--- src/rtl/apa102_text_scroller.sv ---
// apa102_text_scroller
// Renders hex glyphs from an 8x8 font into a COLS x 8 window, scrolls the
// window left one column every FRAME_HOLD frames and streams it continuously
// to an APA102-style serpentine matrix (start frame, LED words, end frame).
module apa102_text_scroller #(
  parameter int COLS       = 8,
  parameter int FRAME_HOLD = 1,
  parameter bit SERPENTINE = 1
) (
  input  logic        clk,
  input  logic        reset,
  input  logic        enable,
  input  logic        glyph_valid,
  input  logic [3:0]  glyph_code,
  output logic        glyph_ready,
  input  logic [31:0] fg_color,
  input  logic [31:0] bg_color,
  output logic        led_clk,
  output logic        led_data,
  output logic        frame_done
);

  localparam int N  = COLS * 8;
  localparam int E  = 1 + (N + 63) / 64;
  localparam int CW = $clog2(COLS);

  typedef enum logic [1:0] {SEG_START, SEG_LED, SEG_END} seg_t;

  // Frame position of the bit to be driven next
  seg_t          seg;
  logic [4:0]    bit_cnt;
  logic [CW-1:0] col_cnt;
  logic [2:0]    row_cnt;
  logic [2:0]    end_cnt;
  logic          phase;
  logic          active;
  logic          done_pend;

  // Colours latched at frame start
  logic [31:0]   fg_q;
  logic [31:0]   bg_q;

  // Display window (bit r of a column = row r) and glyph source
  logic [7:0]    window [COLS];
  logic          src_valid;
  logic [3:0]    src_glyph;
  logic [2:0]    src_idx;
  logic          hold_valid;
  logic [3:0]    hold_code;
  logic [7:0]    frame_cnt;

  logic          run;
  logic          frame_start;
  logic          last_bit;
  logic          step;
  logic          accept;
  logic [CW-1:0] col_phys;
  logic          pix_lit;
  logic [31:0]   led_word;
  logic          cur_bit;
  logic [63:0]   glyph_bits;
  logic [7:0]    src_col;

  // 8x8 hex font; byte 0 is the top row, bit 7 the leftmost column
  function automatic logic [63:0] font_rom(input logic [3:0] g);
    case (g)
      4'h0:    font_rom = 64'h7cc6cedef6e67c00;
      4'h1:    font_rom = 64'h307030303030fc00;
      4'h2:    font_rom = 64'h78cc0c3860ccfc00;
      4'h3:    font_rom = 64'h78cc0c380ccc7800;
      4'h4:    font_rom = 64'h1c3c6cccfe0c1e00;
      4'h5:    font_rom = 64'hfcc0f80c0ccc7800;
      4'h6:    font_rom = 64'h3860c0f8cccc7800;
      4'h7:    font_rom = 64'hfccc0c1830303000;
      4'h8:    font_rom = 64'h78cccc78cccc7800;
      4'h9:    font_rom = 64'h78cccc7c0c187000;
      4'ha:    font_rom = 64'h3078ccccfccccc00;
      4'hb:    font_rom = 64'hfc66667c6666fc00;
      4'hc:    font_rom = 64'h3c66c0c0c0663c00;
      4'hd:    font_rom = 64'hf86c6666666cf800;
      4'he:    font_rom = 64'hfe6268786862fe00;
      default: font_rom = 64'hfe6268786860f000;
    endcase
  endfunction

  assign glyph_ready = ~hold_valid;
  assign run         = active | enable;
  assign frame_start = run && (seg == SEG_START) && (bit_cnt == 5'd0) && !phase;
  assign last_bit    = phase && (seg == SEG_END) && (bit_cnt == 5'd31) &&
                       (end_cnt == 3'(E - 1));
  assign step        = frame_done && ((int'(frame_cnt) + 1) == FRAME_HOLD);
  assign accept      = glyph_valid && !hold_valid;

  // Even rows run right-to-left on a serpentine matrix
  assign col_phys = (SERPENTINE && !row_cnt[0]) ? (CW'(COLS - 1) - col_cnt) : col_cnt;
  assign pix_lit  = window[col_phys][row_cnt];
  assign led_word = pix_lit ? fg_q : bg_q;
  assign cur_bit  = (seg == SEG_LED) ? led_word[~bit_cnt] : 1'b0;

  // Column the source would feed into the window on the next scroll step
  always_comb begin
    glyph_bits = font_rom(src_glyph);
    src_col    = '0;
    for (int r = 0; r < 8; r++)
      src_col[r] = src_valid & glyph_bits[63 - 8 * r - int'(src_idx)];
  end

  // Bit serialiser: two clocks per bit, frames back-to-back while enabled
  always_ff @(posedge clk) begin
    if (reset) begin
      seg        <= SEG_START;
      bit_cnt    <= '0;
      col_cnt    <= '0;
      row_cnt    <= '0;
      end_cnt    <= '0;
      phase      <= 1'b0;
      active     <= 1'b0;
      done_pend  <= 1'b0;
      frame_done <= 1'b0;
      led_clk    <= 1'b0;
      led_data   <= 1'b0;
    end else begin
      frame_done <= done_pend;
      done_pend  <= 1'b0;
      if (run) begin
        led_clk  <= phase;
        led_data <= cur_bit;
        phase    <= ~phase;
        if (phase) begin
          done_pend <= last_bit;
          active    <= last_bit ? enable : 1'b1;
          bit_cnt   <= bit_cnt + 5'd1;
          if (bit_cnt == 5'd31) begin
            case (seg)
              SEG_START: begin
                seg     <= SEG_LED;
                col_cnt <= '0;
                row_cnt <= '0;
              end
              SEG_LED: begin
                if (col_cnt == CW'(COLS - 1)) begin
                  col_cnt <= '0;
                  if (row_cnt == 3'd7) begin
                    seg     <= SEG_END;
                    end_cnt <= '0;
                  end else begin
                    row_cnt <= row_cnt + 3'd1;
                  end
                end else begin
                  col_cnt <= col_cnt + CW'(1);
                end
              end
              default: begin
                if (end_cnt == 3'(E - 1)) seg <= SEG_START;
                else                       end_cnt <= end_cnt + 3'd1;
              end
            endcase
          end
        end else begin
          active <= 1'b1;
        end
      end else begin
        led_clk  <= 1'b0;
        led_data <= 1'b0;
      end
    end
  end

  // Colour sampling at the first bit of every frame
  always_ff @(posedge clk) begin
    if (frame_start) begin
      fg_q <= fg_color;
      bg_q <= bg_color;
    end
  end

  // Glyph handshake, frame counting, window scroll and column source
  always_ff @(posedge clk) begin
    if (reset) begin
      hold_valid <= 1'b0;
      hold_code  <= '0;
      src_valid  <= 1'b0;
      src_glyph  <= '0;
      src_idx    <= '0;
      frame_cnt  <= '0;
      for (int i = 0; i < COLS; i++) window[i] <= '0;
    end else begin
      if (accept) begin
        hold_valid <= 1'b1;
        hold_code  <= glyph_code;
      end
      if (frame_done) begin
        if (step) begin
          frame_cnt <= '0;
          for (int i = 0; i < COLS - 1; i++) window[i] <= window[i + 1];
          window[COLS - 1] <= src_col;
          if (src_valid && (src_idx != 3'd7)) begin
            src_idx <= src_idx + 3'd1;
          end else if (hold_valid) begin
            src_valid  <= 1'b1;
            src_glyph  <= hold_code;
            src_idx    <= '0;
            hold_valid <= 1'b0;
          end else begin
            src_valid <= 1'b0;
          end
        end else begin
          frame_cnt <= frame_cnt + 8'd1;
        end
      end
    end
  end

endmodule

--- config.mk ---
export PLATFORM = sky130hd
export DESIGN_NAME = apa102_text_scroller
export DESIGN_NICKNAME = d
export VERILOG_FILES = /design/src/rtl/apa102_text_scroller.sv
export SDC_FILE = /design/constraint.sdc
export NUM_CORES = 1
export LEC_CHECK = 0
export ABC_AREA = 0
export CAP_MARGIN = 20
export CORE_ASPECT_RATIO = 2
export CORE_MARGIN = 2
export CORE_UTILIZATION = 50
export CTS_CLUSTER_SIZE = 30
export DETAILED_ROUTE_END_ITERATION = 8
export PLACE_DENSITY = 0.76
export SYNTH_ARGS = -nofsm -noshare
export SYNTH_HDL_FRONTEND = slang
export SYNTH_SLANG_ARGS = --single-unit
export TNS_END_PERCENT = 100
--- constraint.sdc ---
create_clock -name clk -period 23.1 [get_ports clk]
set_clock_uncertainty 0.2 [all_clocks]
set_input_delay 2.31 -clock clk [delete_from_list [all_inputs] [get_ports clk]]
set_output_delay 2.31 -clock clk [all_outputs]
set_load 0.01 [all_outputs]
==> results of run 1 <==
worst paths after layout:
kind / startpoint / end / slack [ps] / cells after the start
setup / recovery: enable / row_cnt[0] / 18480 / 8
hold / removal: done_pend / frame_done / 240 / 1
setup reg to reg: row_cnt[0] / led_data / 18900 / 9
hold reg to reg: done_pend / frame_done / 240 / 1
critical path, stage by stage:
cell             delay (ps)
clkdlybuf4s50_1         550
nor2_1                  130
nor2b_1                 530
nand2_1                 270
or2_2                   370
a21oi_1                 300
mux2i_1                 230
nor2_1                   60
routing by layer:
metal	share of wire, %	global-route usage, %	vias to the layer above
met5	0	0	-
met1	34	20.5	2963
met2	60	40.5	145
li1	-	-	2949
met3	3.0	1.80	48
met4	3.7	7.81	0
power breakdown:
part           internal (uW)  switching (uW)
Combinational           21.9            18.7
Clock                    174             135
Sequential               416            7.30
cell usage after synthesis, drive strengths merged, types with 2 or more instances:
library cell  instances
o22ai                 6
and3                  5
mux2i                30
a221oi                5
a21boi                2
o31a                  2
nand4                 8
nor4                  6
nor3                 15
nor2                 73
a311oi                2
o311ai                2
a21o                  5
xnor2                 6
buf                  16
nand2b                7
and2                 44
a211oi               10
inv                  19
mux4                 26
a22oi                 8
xor2                  8
o21ai                30
o211ai                4
or2                   6
mux2                  6
edfxtp              120
nand2                53
a2111oi               2
a31oi                 5
nor3b                 4
ha                   21
clkbuf               36
nand3                16
dfxtp                90
or3                   2
o21a                  3
a22o                  2
nor2b                19
a21oi                40
sequential cells by signal (all words and copies together), names as in the netlist, 2 cells and up:
register	flops
fg_q	32
frame_cnt	8
bg_q	32
src_idx	3
glyph_bits	47
row_cnt	3
end_cnt	3
hold_code	4
src_glyph	4
bit_cnt	5
seg	2
col_cnt	3
window	56
cell families (layout without fill, tap and decap cells):
| group | after synthesis | count (layout) | synth area share, % |
|---|---|---|---|
| xor gates and xnor gates | 14 | 14 | 1.39 |
| other | 0 | 1 | 0 |
| AOI/OAI and AO/OA | 137 | 137 | 9.54 |
| and+or+nand+nor | 262 | 262 | 14.4 |
| buffers and inverters | 72 | 137 | 3.70 |
| DFF | 210 | 210 | 57.7 |
| adders and majority gates | 21 | 21 | 2.81 |
| muxes | 62 | 62 | 10.5 |
cell usage in the layout, fill, tap and decap left out, types with 6 or more instances in the layout:
| master | Yosys | layout |
|---|---|---|
| nor3_1 | 15 | 14 |
| nand4_1 | 8 | 8 |
| a22oi_1 | 8 | 8 |
| nand2b_1 | 7 | 7 |
| clkbuf_16 | 0 | 19 |
| o21ai_0 | 18 | 18 |
| ha_1 | 21 | 21 |
| a21oi_1 | 40 | 40 |
| mux2i_1 | 30 | 30 |
| nand2_1 | 53 | 53 |
| clkdlybuf4s50_1 | 0 | 74 |
| mux4_1 | 6 | 6 |
| o21ai_1 | 12 | 12 |
| a211oi_1 | 10 | 10 |
| dfxtp_1 | 90 | 90 |
| buf_4 | 3 | 9 |
| xor2_1 | 8 | 8 |
| and2_1 | 44 | 44 |
| inv_2 | 7 | 7 |
| inv_1 | 12 | 12 |
| nor2b_1 | 19 | 19 |
| mux4_2 | 20 | 20 |
| nand3_1 | 16 | 16 |
| edfxtp_1 | 120 | 120 |
| nor2_1 | 71 | 71 |
final cells by class:
class	instances	area share, %
sequential	210	50.1
multi-input combinational	496	33.5
timing repair buffer	84	7.53
clock buffer	23	4.82
tap	216	2.50
clock inverter	10	0.823
inverter	20	0.695
antenna	1	0.0232
metrics by stage:
| stage | std cells | hold WS [ps] |
|---|---|---|
| 6_report | 1060 | 235 |
| 5_1_grt | 1060 | 271 |
| 4_1_cts | 1059 | 242 |
| 3_5_place_dp | 1026 | 228 |
| 3_3_place_gp | 1026 | 224 |
| 2_1_floorplan | 778 | 214 |
==> impl_metrics.env, run 1 <==
export IMPL_cts_tree="yes"
export IMPL_clk_latency_ps=470
export IMPL_ys_flop_type="edfxtp_1"
export IMPL_powerDensity_nw_per_um2=71.5
export IMPL_ys_types=71
export IMPL_drt_iter0_markers=330
export IMPL_drc=0
export IMPL_hold_class="flip-flop to flip-flop"
export IMPL_cts_buffers=19
export IMPL_num_io_pins=76
export IMPL_areaGrowthSynthToFinish_pct=15.3
export IMPL_fmax_mhz=217
export IMPL_endpoint_kind="flip-flop"
export IMPL_finalSetupViolCount=0
export IMPL_die_w_um=101
export IMPL_start_util_pct=51.1
export IMPL_worstSetupPathType="primary input to flip-flop"
export IMPL_synth_avg_cell_area_um2=12.0
export IMPL_vias_per_cell=5.76
export IMPL_place_congestion=0.927
export IMPL_final_layout_size_suffix_gt1_share_pct=10.6
export IMPL_critPathLaunchType="primary input"
export IMPL_cts_root_buffer="clkbuf_16"
export IMPL_setup_tns_ps=0
export IMPL_htreeDepth=1
export IMPL_synthesis_nets=871
export IMPL_synth_edff_count=120
export IMPL_tightest_slew_ps=872
export IMPL_syn_inst=778
export IMPL_hold_viol=0
export IMPL_grt_max_degree=65
export IMPL_synth_area_um2=9360
export IMPL_gr_usage_all_layers_pct=20.1
export IMPL_die_h_um=198
export IMPL_postCtsHoldBufs=0
export IMPL_async_flop_share_pct=0
export IMPL_clkSinkCount=210
export IMPL_fillers=1465
export IMPL_grt_overflow=0
export IMPL_yosysTopAreaCellShare_pct=38.5
export IMPL_placed_area_um2=10200
export IMPL_crit_required_ps=23240
export IMPL_wl_um=19800
export IMPL_postLayoutCellArea_um2=10800
export IMPL_ant_nets=0
export IMPL_clkTransAtPathRegs_ps=70
export IMPL_synth_seq_cells=210
export IMPL_crit_path_max_fanout=8
export IMPL_clockBufferDepth=3
export IMPL_grt_setup_unrepaired="false"
export IMPL_power_leakage_uw=0.00389
export IMPL_power_uw=772
export IMPL_timing_final_ws_setup_ps=18480
export IMPL_grt_pass1_vias=6117
export IMPL_die_area_um2=19900
export IMPL_nNetsFinal=924
export IMPL_min_period_ps=4620
export IMPL_ys_seq_area_share_pct=57.7
export IMPL_drv_slew=0
export IMPL_multi_input_area_um2=3620
export IMPL_dr_pass1_iters=4
export IMPL_critical_path_arrival_ps=4750
export IMPL_wl_per_cell_um=18.6
export IMPL_antenna_found_initial=1
export IMPL_ys_warn_count=0
export IMPL_ctsResizeCount=0
export IMPL_place_ws_ps=18030
export IMPL_ys_top_cells_by_area="edfxtp_1, dfxtp_1, mux4_2"
export IMPL_dp_hpwl_um=14300
export IMPL_vdd_drop_max_v=0.0000624
export IMPL_maxCapViolCount=0
export IMPL_vias=6105
export IMPL_fin_util_pct=59.0
export IMPL_regArea_um2=5410
export IMPL_synth_top_cell_by_area="edfxtp_1"
export IMPL_post_cts_setup_buffers=0
export IMPL_max_slew_margin_pct=41.8
export IMPL_grt_pass1_wl_um=31400
export IMPL_status="completed"
export IMPL_min_period_over_period_pct=20.0
export IMPL_row_count=70
export IMPL_port_buffer_count=75
export IMPL_core_area_um2=18300
No activity file was read; power rests on OpenSTA's default activity.
==> run 2, diff against run 1 <==
- PLACE_DENSITY: 0.76 -> 0.79
- clock period: 23.1 -> 4.06 ns (I/O delays scaled with it)
==> run 2 against run 1 <==
  * Setup slack got worse by 18000 ps
  * Cell count increased by 3.2%
  * Utilization rose by 1.8 points
  * Via count rose by 5.0%
  * Sequential share of layout area fell by 1.4 points
  * Combinational power grew to 5.9 times the previous value
  * Clock-buffer cell count grew 4
  * Clock power rose to 6.1 times the previous value
  * Power grew to 5.9 times the previous value
==> impl_metrics.env, run 2 (synthesis gave the netlist of run 1 again) <==
export IMPL_clk_latency_ps=490
export IMPL_die_area_um2=19900
export IMPL_max_slew_margin_pct=46.5
export IMPL_hold_class="primary input to flip-flop"
export IMPL_cts_tree="yes"
export IMPL_grt_max_degree=65
export IMPL_r2r_slack_ps=280
export IMPL_crit_required_ps=4220
export IMPL_wl_per_cell_um=19.4
export IMPL_clockBufferDepth=3
export IMPL_areaGrowthSynthToFinish_pct=18.8
export IMPL_cts_root_buffer="clkbuf_16"
export IMPL_place_ws_ps=67.0
export IMPL_postCtsHoldBufs=0
export IMPL_antenna_found_initial=1
export IMPL_dp_hpwl_um=15800
export IMPL_maxCapViolCount=0
export IMPL_min_period_over_period_pct=93.1
export IMPL_reg2reg_depth=11
export IMPL_clkSinkCount=210
export IMPL_tightest_slew_ps=802
export IMPL_vias_per_cell=5.86
export IMPL_layout_commonest_cell="edfxtp_1"
export IMPL_core_area_um2=18300
export IMPL_final_layout_size_suffix_gt1_share_pct=13.8
export IMPL_row_count=70
export IMPL_crit_end="led_data"
export IMPL_fmax_mhz=265
export IMPL_critical_path_arrival_ps=3940
export IMPL_fillers=1406
export IMPL_drt_iter0_markers=400
export IMPL_dr_pass1_iters=5
export IMPL_drv_slew=0
export IMPL_hold_viol=0
export IMPL_grt_overflow=0
export IMPL_htreeDepth=1
export IMPL_multi_input_area_um2=3630
export IMPL_setup_tns_ps=0
export IMPL_grt_pass1_wl_um=33300
export IMPL_drc=0
export IMPL_grt_setup_unrepaired="false"
export IMPL_status="completed"
export IMPL_wl_um=21200
export IMPL_vdd_drop_max_v=0.000486
export IMPL_final_cell_mix="edfxtp_1, dfxtp_1, clkdlybuf4s50_1"
export IMPL_largest_register_ffs=56
export IMPL_port_buffer_count=75
export IMPL_gr_usage_all_layers_pct=21.8
export IMPL_critPathLaunchType="flip-flop"
export IMPL_regMostFlops="window"
export IMPL_regArea_um2=5410
export IMPL_place_congestion=1.01
export IMPL_min_period_ps=3780
export IMPL_num_io_pins=76
export IMPL_nNetsFinal=957
export IMPL_vias=6412
export IMPL_timing_rr_start="col_cnt[0]"
export IMPL_clkTransAtPathRegs_ps=70
export IMPL_crit_path_max_fanout=10
export IMPL_die_w_um=101
export IMPL_cts_buffers=19
export IMPL_powerDensity_nw_per_um2=406
export IMPL_r2r_end="led_data"
export IMPL_power_leakage_uw=0.00408
export IMPL_start_util_pct=51.1
export IMPL_grt_pass1_vias=6672
export IMPL_ant_nets=0
export IMPL_crit_path_start="col_cnt[0]"
export IMPL_die_h_um=198
export IMPL_worstSetupPathType="flip-flop to flip-flop"
export IMPL_timing_final_ws_setup_ps=282
export IMPL_finalSetupViolCount=0
export IMPL_endpoint_kind="flip-flop"
==> run 2: changes by cell type in the layout (fill, tap and decap cells not counted), sizes merged <==
cell,before,now
clkbuf,23,27
inv,23,20
clkinv,5,4
bufinv,1,2
buf,10,43
==> run 2: critical path, cell delays in order (launching register included) <==
cell and delay, ps:
dfxtp_1 590, buf_4 230, mux4_2 520, o31ai_2 280, o22ai_2 220, nor2_4 160
buf_12 140, buf_4 140, mux4_1 560, mux2_2 290, a2bb2o_2 240, o22ai_1 90
==> run 2: how the worst min path moves through the flow <==
stage,endpoint,start,cells past startpoint
after global routing,hold_code[1],reset,2
final,hold_code[1],reset,2
after floorplan,frame_done,done_pend,1
after global placement,frame_done,done_pend,1
after CTS,hold_code[1],reset,2
after detailed placement,frame_done,done_pend,1
==> run 2: routing by layer <==
metal | global-route usage, % | routed length, um | share of wire (%) | vias up
li1 | - | - | - | 3010
met1 | 21.4 | 6820 | 32 | 3093
met2 | 42.0 | 12300 | 58 | 230
met3 | 2.26 | 788 | 3.7 | 79
met4 | 13.0 | 1300 | 6.1 | 0
met5 | 0 | 0 | 0 | -
==> run 2: layout make-up <==
| class | instances | share of cell area, % |
|---|---|---|
| clock inverter | 7 | 0.855 |
| tap | 216 | 2.43 |
| multi-input combinational | 496 | 32.6 |
| sequential | 210 | 48.6 |
| antenna | 1 | 0.0225 |
| clock buffer | 27 | 5.11 |
| timing repair buffer | 117 | 9.65 |
| inverter | 20 | 0.675 |
==> run 2: timing repair <==
item	in CTS	in global routing
gates resized for setup	0	1
buffers inserted	0	4
setup endpoints to repair	0	1
==> run 2: stage by stage <==
step / area, um^2 / hold slack (ps) / cells / util, % / power (uW)
after global routing: 11100 / 25.1 / 1094 / 60.8 / 4660
final: 11100 / 21.8 / 1094 / 60.8 / 4520
after CTS: 11100 / 18.2 / 1089 / 60.5 / 4560
after floorplan: 9380 / 214 / 778 / - / 2570
after global placement: 10400 / 234 / 1055 / 56.9 / 2690
after detailed placement: 10400 / 250 / 1055 / 56.9 / 2700
==> run 2: where the power goes <==
part / switching [uW] / internal, uW / total (uW)
Clock: 755 / 1110 / 1870
Combinational: 111 / 131 / 241
Sequential: 46.6 / 2370 / 2410
==> run 3, diff against run 2 <==
- CORE_ASPECT_RATIO: 2 -> not set
==> run 3 against run 2 <==
  * Via count fell by 2.5%
  * Sequential power hardly changed
  * First-iteration DRC count is 27% higher
  * Worst hold slack got worse by 8.0 ps
  * Final area hardly changed
  * Routed wire length fell by 6.3%
  * Clock-buffer cell count rose by 3
  * Power up 4.0%
  * Non-clock buffer count is 15 lower
  * Sequential share of layout area barely moved
  * Critical path depth up 1
  * Maximum frequency grew 0.12%
  * Largest power group unchanged
  * Highest routed layer unchanged
==> impl_metrics.env, run 3 (synthesis gave the netlist of run 1 again) <==
export IMPL_powerDensity_nw_per_um2=423
export IMPL_diodes=0
export IMPL_place_congestion=0.923
export IMPL_crit_path_max_fanout=12
export IMPL_grt_pass1_vias=6074
export IMPL_port_buffer_count=75
export IMPL_gr_usage_all_layers_pct=20.3
export IMPL_crit_required_ps=4240
export IMPL_r2r_end="led_data"
export IMPL_holdPathStages=2
export IMPL_start_util_pct=50.6
export IMPL_drt_iter0_markers=508
export IMPL_clk_latency_ps=500
export IMPL_fmax_mhz=265
export IMPL_critical_path_arrival_ps=3950
export IMPL_postCtsHoldBufs=0
export IMPL_areaGrowthSynthToFinish_pct=18.8
export IMPL_tightest_slew_ps=703
export IMPL_holdCritStartpoint="reset"
export IMPL_cts_root_buffer="clkbuf_16"
export IMPL_clkTransAtPathRegs_ps=60
export IMPL_status="completed"
export IMPL_die_w_um=141
export IMPL_min_period_ps=3770
export IMPL_power_leakage_uw=0.00405
export IMPL_wl_um=19900
export IMPL_core_area_um2=18500
export IMPL_cts_buffers=22
export IMPL_regMostFlops="window"
export IMPL_dr_pass1_iters=5
export IMPL_hold_class="primary input to flip-flop"
export IMPL_hold_viol=0
export IMPL_grt_pass1_wl_um=32200
export IMPL_swShare_pct=20.0
export IMPL_antenna_found_initial=0
export IMPL_drv_slew=0
export IMPL_power_frac_seq_pct=51.1
export IMPL_whs_endpoint="hold_code[2]"
export IMPL_row_count=50
export IMPL_die_area_um2=19800
export IMPL_vdd_drop_max_v=0.000334
export IMPL_num_io_pins=76
export IMPL_layout_commonest_cell="edfxtp_1"
export IMPL_final_cell_mix="edfxtp_1, dfxtp_1, clkdlybuf4s50_1"
export IMPL_maxCapViolCount=0
export IMPL_min_period_over_period_pct=92.9
export IMPL_nNetsFinal=945
export IMPL_clkSinkCount=210
export IMPL_drc=0
export IMPL_pwr_share_clk_pct=43.5
export IMPL_comb_power_share_pct=5.3
export IMPL_clockBufferDepth=3
export IMPL_power_internal_uw=3760
export IMPL_critPathLaunchType="flip-flop"
export IMPL_grt_max_degree=58
export IMPL_setup_tns_ps=0
export IMPL_wl_per_cell_um=18.0
export IMPL_vias=6251
export IMPL_final_layout_size_suffix_gt1_share_pct=12.4
export IMPL_reg2reg_depth=12
export IMPL_ant_nets=0
export IMPL_endpoint_kind="flip-flop"
export IMPL_grt_overflow=0
export IMPL_cts_tree="yes"
export IMPL_die_h_um=141
export IMPL_htreeDepth=1
export IMPL_max_slew_margin_pct=53.1
export IMPL_r2r_slack_ps=290
export IMPL_largest_register_ffs=56
export IMPL_dp_hpwl_um=13700
export IMPL_timing_rr_start="row_cnt[0]"
export IMPL_p_switching_uw=942
export IMPL_worstSetupPathType="flip-flop to flip-flop"
export IMPL_vias_per_cell=5.67
export IMPL_finalSetupViolCount=0
export IMPL_fin_util_pct=60.0
export IMPL_grt_setup_unrepaired="false"
run 3: changes by cell type in the layout (fill, tap and decap cells not counted), sizes merged:
cell / previous run / this run
clkbuf: 27 / 30
clkinv: 4 / 8
inv: 20 / 19
clkinvlp: 1 / 0
bufinv: 2 / 3
buf: 43 / 28
diode: 1 / 0
run 3: final cells by class:
| class | instances | area, um^2 |
|---|---|---|
| clock buffer | 30 | 621 |
| clock inverter | 10 | 133 |
| fill | 1466 | 7400 |
| inverter | 20 | 75.1 |
| multi-input combinational | 496 | 3630 |
| sequential | 210 | 5410 |
| tap | 234 | 293 |
| timing repair buffer | 102 | 961 |
run 3: worst max-delay path: stages, from the launching register on:
cell,delay (ps)
dfxtp_1,450
buf_4,250
mux4_2,520
nor3b_1,190
nor3b_1,70
o21ai_0,170
o22ai_2,200
nor2_4,160
buf_12,150
mux4_1,580
mux4_2,490
nor2b_1,140
o22ai_1,90
run 3: worst max path at each step:
stage | slack, ps | startpoint | cells after the start | to
3_3_place_gp | 270 | row_cnt[0] | 11 | led_data
6_report | 290 | row_cnt[0] | 12 | led_data
5_1_grt | 60 | frame_cnt[0] | 12 | glyph_bits[41]
4_1_cts | 60 | row_cnt[0] | 11 | led_data
2_1_floorplan | 520 | bit_cnt[0] | 5 | bg_q[0]
3_5_place_dp | 80 | row_cnt[0] | 11 | led_data
run 3: layer usage:
metal | track usage, % | share of wire (%)
met1 | 29.1 | 45
met2 | 32.1 | 47
met3 | 3.57 | 5.2
met4 | 5.89 | 2.6
met5 | 0 | 0
run 3: metrics by stage:
stage / total power, uW / cells / hold slack, ps / area [um^2] / setup slack, ps
global placement: 2690 / 1058 / 231 / 10300 / 268
global route: 4860 / 1102 / 34.4 / 11100 / 64.1
finish: 4700 / 1102 / 13.8 / 11100 / 287
floorplan: 2570 / 778 / 214 / 9380 / 525
CTS: 4740 / 1098 / 4.96 / 11100 / 56.4
detailed placement: 2700 / 1058 / 257 / 10300 / 82.0
run 3: power by group through the flow:
stage	clock network [uW]	logic [uW]	registers, uW
after global routing	2180	273	2410
after global placement	0	243	2450
after CTS	2090	250	2400
after floorplan	0	138	2430
final	2050	251	2400
after detailed placement	0	249	2450
run 3: repair_timing:
item                                   in CTS  in global routing
resized for setup                           0                  0
setup endpoints to repair                   0                  1
endpoints found under the hold margin       0                  0
setup buffers                               0                  4
